==> src/rtl/muldiv_sequencer.sv <==
// muldiv_sequencer
//   Multi-cycle unsigned WIDTH x WIDTH multiply / divide unit that drives an
//   external shared ALU. The multiply is shift-add and uses the ALU add
//   (4'b0001). The divide is restoring and uses the ALU subtract (4'b1001).
//   The unit performs one iteration per cycle, 32 iterations per operation.
//
// Ports
//   clk, rst_n           clock (rising edge); asynchronous active-low reset
//   start, op            request (sampled in IDLE only); 0 = MUL, 1 = DIV
//   opa, opb             multiplicand/dividend, multiplier/divisor
//   busy, done           busy through the done cycle; done is a one-cycle pulse
//   hi, lo, dbz          MUL: product[63:32]/[31:0]; DIV: remainder/quotient;
//                        dbz flags a divide by zero
//   alu_a, alu_b         ALU operand outputs
//   alu_control          ALU operation select output
//   alu_result           ALU result input
//   alu_carry            ALU carry input
module muldiv_sequencer #(
    parameter int unsigned       WIDTH    = 32,
    parameter logic [WIDTH-1:0]  DBZ_QUOT = 32'hFFFFFFFF
) (
    input  logic             clk,
    input  logic             rst_n,
    input  logic             start,
    input  logic             op,
    input  logic [WIDTH-1:0] opa,
    input  logic [WIDTH-1:0] opb,
    output logic             busy,
    output logic             done,
    output logic [WIDTH-1:0] hi,
    output logic [WIDTH-1:0] lo,
    output logic             dbz,
    output logic [WIDTH-1:0] alu_a,
    output logic [WIDTH-1:0] alu_b,
    output logic [3:0]       alu_control,
    input  logic [WIDTH-1:0] alu_result,
    input  logic             alu_carry
);

    localparam int unsigned CntW = $clog2(WIDTH);

    typedef enum logic [1:0] {StIdle, StRun, StFin} state_t;

    state_t            state_q;
    logic [CntW-1:0]   cnt_q;
    logic              op_q;
    logic              busy_q;
    logic              done_q;
    logic              dbz_q;
    logic [WIDTH-1:0]  hi_q;
    logic [WIDTH-1:0]  lo_q;
    logic [WIDTH-1:0]  opd_q;    // multiplicand M or divisor D

    logic [WIDTH-1:0]  shifted;  // divide: partial remainder shifted left by one
    logic              take;     // divide: subtraction result is kept

    assign busy = busy_q;
    assign done = done_q;
    assign dbz  = dbz_q;
    assign hi   = hi_q;
    assign lo   = lo_q;

    always_comb begin
        alu_control = 4'b0000;
        alu_a       = '0;
        alu_b       = '0;
        shifted     = {hi_q[WIDTH-2:0], lo_q[WIDTH-1]};
        // hi_q[MSB] set means the shifted remainder overflowed WIDTH bits, so it
        // is certainly >= D. Carry set means the subtraction did not borrow.
        take        = hi_q[WIDTH-1] | alu_carry;
        if (state_q == StRun) begin
            if (op_q) begin
                alu_control = 4'b1001;
                alu_a       = shifted;
                alu_b       = opd_q;
            end else begin
                alu_control = 4'b0001;
                alu_a       = hi_q;
                alu_b       = lo_q[0] ? opd_q : '0;
            end
        end
    end

    always_ff @(posedge clk or negedge rst_n) begin
        if (!rst_n) begin
            state_q <= StIdle;
            cnt_q   <= '0;
            op_q    <= 1'b0;
            busy_q  <= 1'b0;
            done_q  <= 1'b0;
            dbz_q   <= 1'b0;
            hi_q    <= '0;
            lo_q    <= '0;
            opd_q   <= '0;
        end else begin
            done_q <= 1'b0;
            unique case (state_q)
                StIdle: begin
                    if (start) begin
                        busy_q <= 1'b1;
                        cnt_q  <= '0;
                        dbz_q  <= 1'b0;
                        op_q   <= op;
                        hi_q   <= '0;
                        if (op && (opb == '0)) begin
                            // Divide by zero: skip the iterations entirely.
                            hi_q    <= opa;
                            lo_q    <= DBZ_QUOT;
                            opd_q   <= opb;
                            dbz_q   <= 1'b1;
                            done_q  <= 1'b1;
                            state_q <= StFin;
                        end else begin
                            lo_q    <= op ? opa : opb;
                            opd_q   <= op ? opb : opa;
                            state_q <= StRun;
                        end
                    end
                end
                StRun: begin
                    if (op_q) begin
                        hi_q <= take ? alu_result : shifted;
                        lo_q <= {lo_q[WIDTH-2:0], take};
                    end else begin
                        // Add result and carry shift right into {hi, lo}.
                        {hi_q, lo_q} <= {alu_carry, alu_result, lo_q[WIDTH-1:1]};
                    end
                    cnt_q <= cnt_q + 1'b1;
                    if (cnt_q == CntW'(WIDTH - 1)) begin
                        done_q  <= 1'b1;
                        state_q <= StFin;
                    end
                end
                StFin: begin
                    busy_q  <= 1'b0;
                    state_q <= StIdle;
                end
                default: state_q <= StIdle;
            endcase
        end
    end

endmodule
==> config.mk <==
export PLATFORM = sky130hd
export DESIGN_NAME = muldiv_sequencer
export DESIGN_NICKNAME = d
export VERILOG_FILES = /design/src/rtl/muldiv_sequencer.sv
export SDC_FILE = /design/constraint.sdc
export NUM_CORES = 1
export LEC_CHECK = 0
export ABC_AREA = 1
export BUFFER_PORTS_ARGS = -buffer_cell sky130_fd_sc_hd__buf_2
export CAP_MARGIN = 20
export CELL_PAD_IN_SITES_DETAIL_PLACEMENT = 2
export CELL_PAD_IN_SITES_GLOBAL_PLACEMENT = 2
export CORE_ASPECT_RATIO = 0.8
export CORE_MARGIN = 10
export CORE_UTILIZATION = 25
export DETAILED_ROUTE_END_ITERATION = 8
export PLACE_DENSITY = 0.77
export SYNTH_ARGS = -nofsm -noshare
export SYNTH_HDL_FRONTEND = slang
export SYNTH_SLANG_ARGS = --single-unit
==> constraint.sdc <==
create_clock -name clk -period 3.2 [get_ports clk]
set_input_delay 0.64 -clock clk [delete_from_list [all_inputs] [get_ports clk]]
set_output_delay 0.64 -clock clk [all_outputs]
set_load 0.02 [all_outputs]
=== Yosys cells after proc, flatten, opt, wreduce, memory -nomap -nowiden ===
Cells that the tools add are included.

* Flip-flop bits (word level): 107
* Input port bits: 101
* Output and inout port bits: 135
* Word-level logic and storage cells: 56

* $add $sub $neg: 1
* Eq/ne operators: 5
* Multiplexer cells: 31
* Bitwise gates (word level): 1
* Reductions and logical operators: 9

{| class="wikitable"
|+ Operators by type and width
! kind !! count
|-
| 32-bit 2-to-1 mux || 15
|-
| 32-bit case mux with 2 select lines || 2
|-
| 32-bit logical NOT || 1
|-
| 5-bit case mux with 2 select lines || 1
|-
| 4-bit 2-to-1 mux || 2
|-
| 2-bit AND reduction || 4
|-
| 2-bit 2-to-1 mux || 3
|-
| 5-bit by 1-bit adder with 5-bit output (second input constant) || 1
|-
| 5-bit == test (second input constant) || 1
|-
| 5-bit 2-to-1 mux || 1
|-
| 1-bit 2-to-1 mux || 4
|-
| 1-bit case mux with 2 select lines || 2
|-
| 2-bit case mux with 2 select lines || 1
|-
| 2-bit nonzero test || 2
|-
| 2-bit by 1-bit == test with 1-bit output (second input constant) || 1
|-
| 2-bit == test (second input constant) || 1
|-
| 2-bit logical NOT || 1
|-
| 2-bit by 1-bit inequality test with 1-bit output (second input constant) || 1
|-
| 2-bit inequality test (second input constant) || 1
|-
| 1-bit logical AND || 1
|-
| 1-bit OR || 1
|}

=== Depth between registers and ports, before layout ===
* Depth after elaboration: 5
* Gate-level depth with buffers: 10

=== Worst setup path before layout ===
OpenSTA, ideal clock, no wires.

* Path kind: register to output
* Start point: reg state_q[1]
* End point: out alu_b[24]
* Arrival: 1492 ps
* Required time: 2560 ps
* Setup slack: 1068 ps
* Stages on the path, launching flop included: 6
* Path buffers: 2
* Cells stage by stage: dfrtp_1 > nor2_4 > inv_2 > buf_2 > buf_1 > nor3_1

* Longest elaborated chain between the ends: 2

{| class="wikitable"
|+ Ends and longest elaborated chain
! what !! RTL line !! text
|-
| start: declaration || 44 || <nowiki>state_t state_q;</nowiki>
|-
| start signal: assignment || 86 || <nowiki>state_q <= StIdle;</nowiki>
|-
| start signal: assignment || 112 || <nowiki>state_q <= StFin;</nowiki>
|-
| start signal: assignment || 116 || <nowiki>state_q <= StRun;</nowiki>
|-
| 2-bit by 1-bit == test with 1-bit output || 71 || <nowiki>if (state_q == StRun) begin</nowiki>
|-
| 32-bit 2-to-1 mux || 71 ||
|-
| end: declaration || 34 || <nowiki>output logic [WIDTH-1:0] alu_b,</nowiki>
|}

No other way between the ends.

=== Final worst setup path ===
* Start point: reg state_q[0]
* End point: out alu_b[21]

The elaborated chain is that of the path after synthesis.

==> metrics <==
FILL cells=3633; VDD IR max=0.409 mV; total gr overflow=0; crit end category=primary output; Post-synth EDFFs=0; Clock Skews=0.00766 ns; Primary FF master, synth=dfrtp_1; clock power share=0.116; Final ANT Viol Nets=0; Synth cell types=29; Max Slew Vio Count=0; WL/cell=21.2 microns; area share of the largest cell type after synthesis=0.361; Hold Fails Final Rpt=0; CTS Sinks=107; die height=174 microns; total wire length=36200 microns; vias in the first global route=9461; worst min-delay path class=in2async; routed vias/inst=5.05; Critical Path Source Type=flip-flop; Synth area leaders=dfrtp_1, nand2_1, a21oi_1, o211ai_1, nor2_1; Async S/R FF share, synth=1.00; Final TNS setup=0 ns; Syn Inst Count=1148; die width=213 microns; Seq cells post-synth=107; sequential element share of the synthesized area=0.361; CP max FO=82; fin crit period=2.75 ns; Logic pwr share=0.624; postcts setup bufs=0; crit share post-route=0.860; Max Fclk=363 MHz; internal power=4710 uW; # Max-Cap Violations=0; # IOs=236; Post-synth top cells=nand2_1, nor2_1, dfrtp_1; Flop pwr share=0.260; Mean Syn Cell Area=6.46 sq um; Clock transition at path regs=0.08 ns; H-tree Lvls=3; initial antenna violation count=5; Residual DRC=0; Req. time, crit path=2.56 ns; CTS Buffer Depth=2; Least-Margin Pin Slew=0.971 ns; die area=0.0370 sq mm; Pre-antenna DRT Iters=5; mapped cell area=0.00742 sq mm; total power=10500 uW; Ys Warns=0; clk_lat worst skew=0.37 ns; nets=1423; Worst slew margin=0.353; Port-buffer cells=233; NetSw=5840 uW; DR vias=8613; GP Congestion=0.859; first-pass GRT wire length=57000 microns; share of layout cells above drive strength 1=0.219; cell taking the most area after synthesis=dfrtp_1; DR iter-0 viols=433; net switching fraction of the power=0.554; Setup violations, final=0; CTS resizes=0; GRT Resource Usage Total=0.195; Initial Util=0.253; Hold Buf Count CTS=0; Layout area overhead=23.2%; Detailed Place HPWL=26200 microns; CTS tree=built; arrival time worst endpoint=2.11 ns; unrepaired setup endpoints after global routing=no; most common cell in the netlist=nand2_1; critical path type=reg2out; CTS root buffer=clkbuf_16; Core ar.=0.0293 sq mm; TritonCTS Buffers=9; outcome=finished, final reports clean; leakage power=0.00459 uW; power density cells=1150 mW/mm^2; Rows=56; pin count of the biggest net entering global routing=102
==> cell type report <==
| cell class | count | area, sq um | share of cell area |
|---|---|---|---|
| multi-input cells | 855 | 3970 | 0.434 |
| flip-flops and latches | 107 | 2680 | 0.293 |
| repair buffers | 256 | 1370 | 0.149 |
| well taps | 377 | 472 | 0.0516 |
| inverters | 91 | 344 | 0.0376 |
| clock buffers | 10 | 239 | 0.0261 |
| clock inverters | 6 | 62.6 | 0.00684 |
| diodes | 3 | 7.51 | 0.000821 |
==> worst paths after layout <==
kind	from	end	slack (ns)	cells past startpoint
max	state_q[0]$_DFFE_PN0P_	alu_b[21]	0.45	5
min	rst_n	lo[11]$_DFFE_PN0P_	0.26	1
max reg2reg	state_q[0]$_DFFE_PN0P_	lo[18]$_DFFE_PN0P_	0.93	8
min reg2reg	cnt_q[3]$_DFFE_PN0P_	cnt_q[3]$_DFFE_PN0P_	0.49	1
max in group asynchronous	rst_n	op_q$_DFFE_PN0P_	2.14	2
min in group clk	cnt_q[3]$_DFFE_PN0P_	cnt_q[3]$_DFFE_PN0P_	0.49	1
==> critical path, cell delays in order, from the launching register on <==
cell and delay [ns]:
dfrtp_1 0.39, inv_1 0.15, nor2_4 0.06, inv_4 0.68, nor3_1 0.19, buf_2 0.23
==> power by group through the flow <==
stage          registers (uW)  clock network, uW  logic, uW
6_report                 2740               1220       6580
5_1_grt                  2870               1300       7420
4_1_cts                  2760               1260       6740
3_5_place_dp             2770                  0       6700
3_3_place_gp             2760                  0       6490
2_1_floorplan            3060                  0       3890
==> metrics by stage <==
stage | instances | util | worst slack [ns] | instance area, sq um | hold WS, ns
CTS | 1702 | 0.312 | 0.375 | 9130 | 0.266
global placement | 1686 | 0.302 | 0.811 | 8830 | 0.464
finish | 1705 | 0.312 | 0.447 | 9140 | 0.257
global route | 1703 | 0.312 | 0.276 | 9140 | 0.284
detailed placement | 1686 | 0.302 | 0.799 | 8830 | 0.477
floorplan | 1149 | - | 1.07 | 7420 | 0.344
==> placed cells by master, fill, tap and decap left out, drive strengths merged, types with 3 or more instances in the layout <==
cell      n
buf     256
diode     3
nor3     32
dfrtp   107
inv      91
nor2    114
o211ai   63
nand2   362
clkbuf   10
o21ai    71
nand4    36
nand3    67
a21oi   100
clkinv    5
==> registers in the layout, summed over array words and instances, names as in the netlist <==
signal,flops
dbz,1
cnt_q,5
opd_q,32
state_q,2
done,1
hi,32
op_q,1
lo,32
busy,1
==> cells by family after synthesis <==
| group | share of synthesized area |
|---|---|
| flip-flops | 0.361 |
| multiplexers | 0.00135 |
| other | 0.000506 |
| adder cells (fa/ha/maj) | 0.00337 |
| AND/OR/NAND/NOR | 0.344 |
| buffers and inverters | 0.106 |
| AO/OA/AOI/OAI | 0.184 |
==> routing by layer <==
layer,routed length (microns),vias to the layer above,GRT usage,part of all wire
li1,-,4108,-,-
met1,16500,4303,0.251,0.46
met2,17500,173,0.327,0.48
met3,1810,25,0.0421,0.050
met4,361,4,0.0347,0.010
met5,31,-,0,0.00086
(Power assumes the default switching activity.)
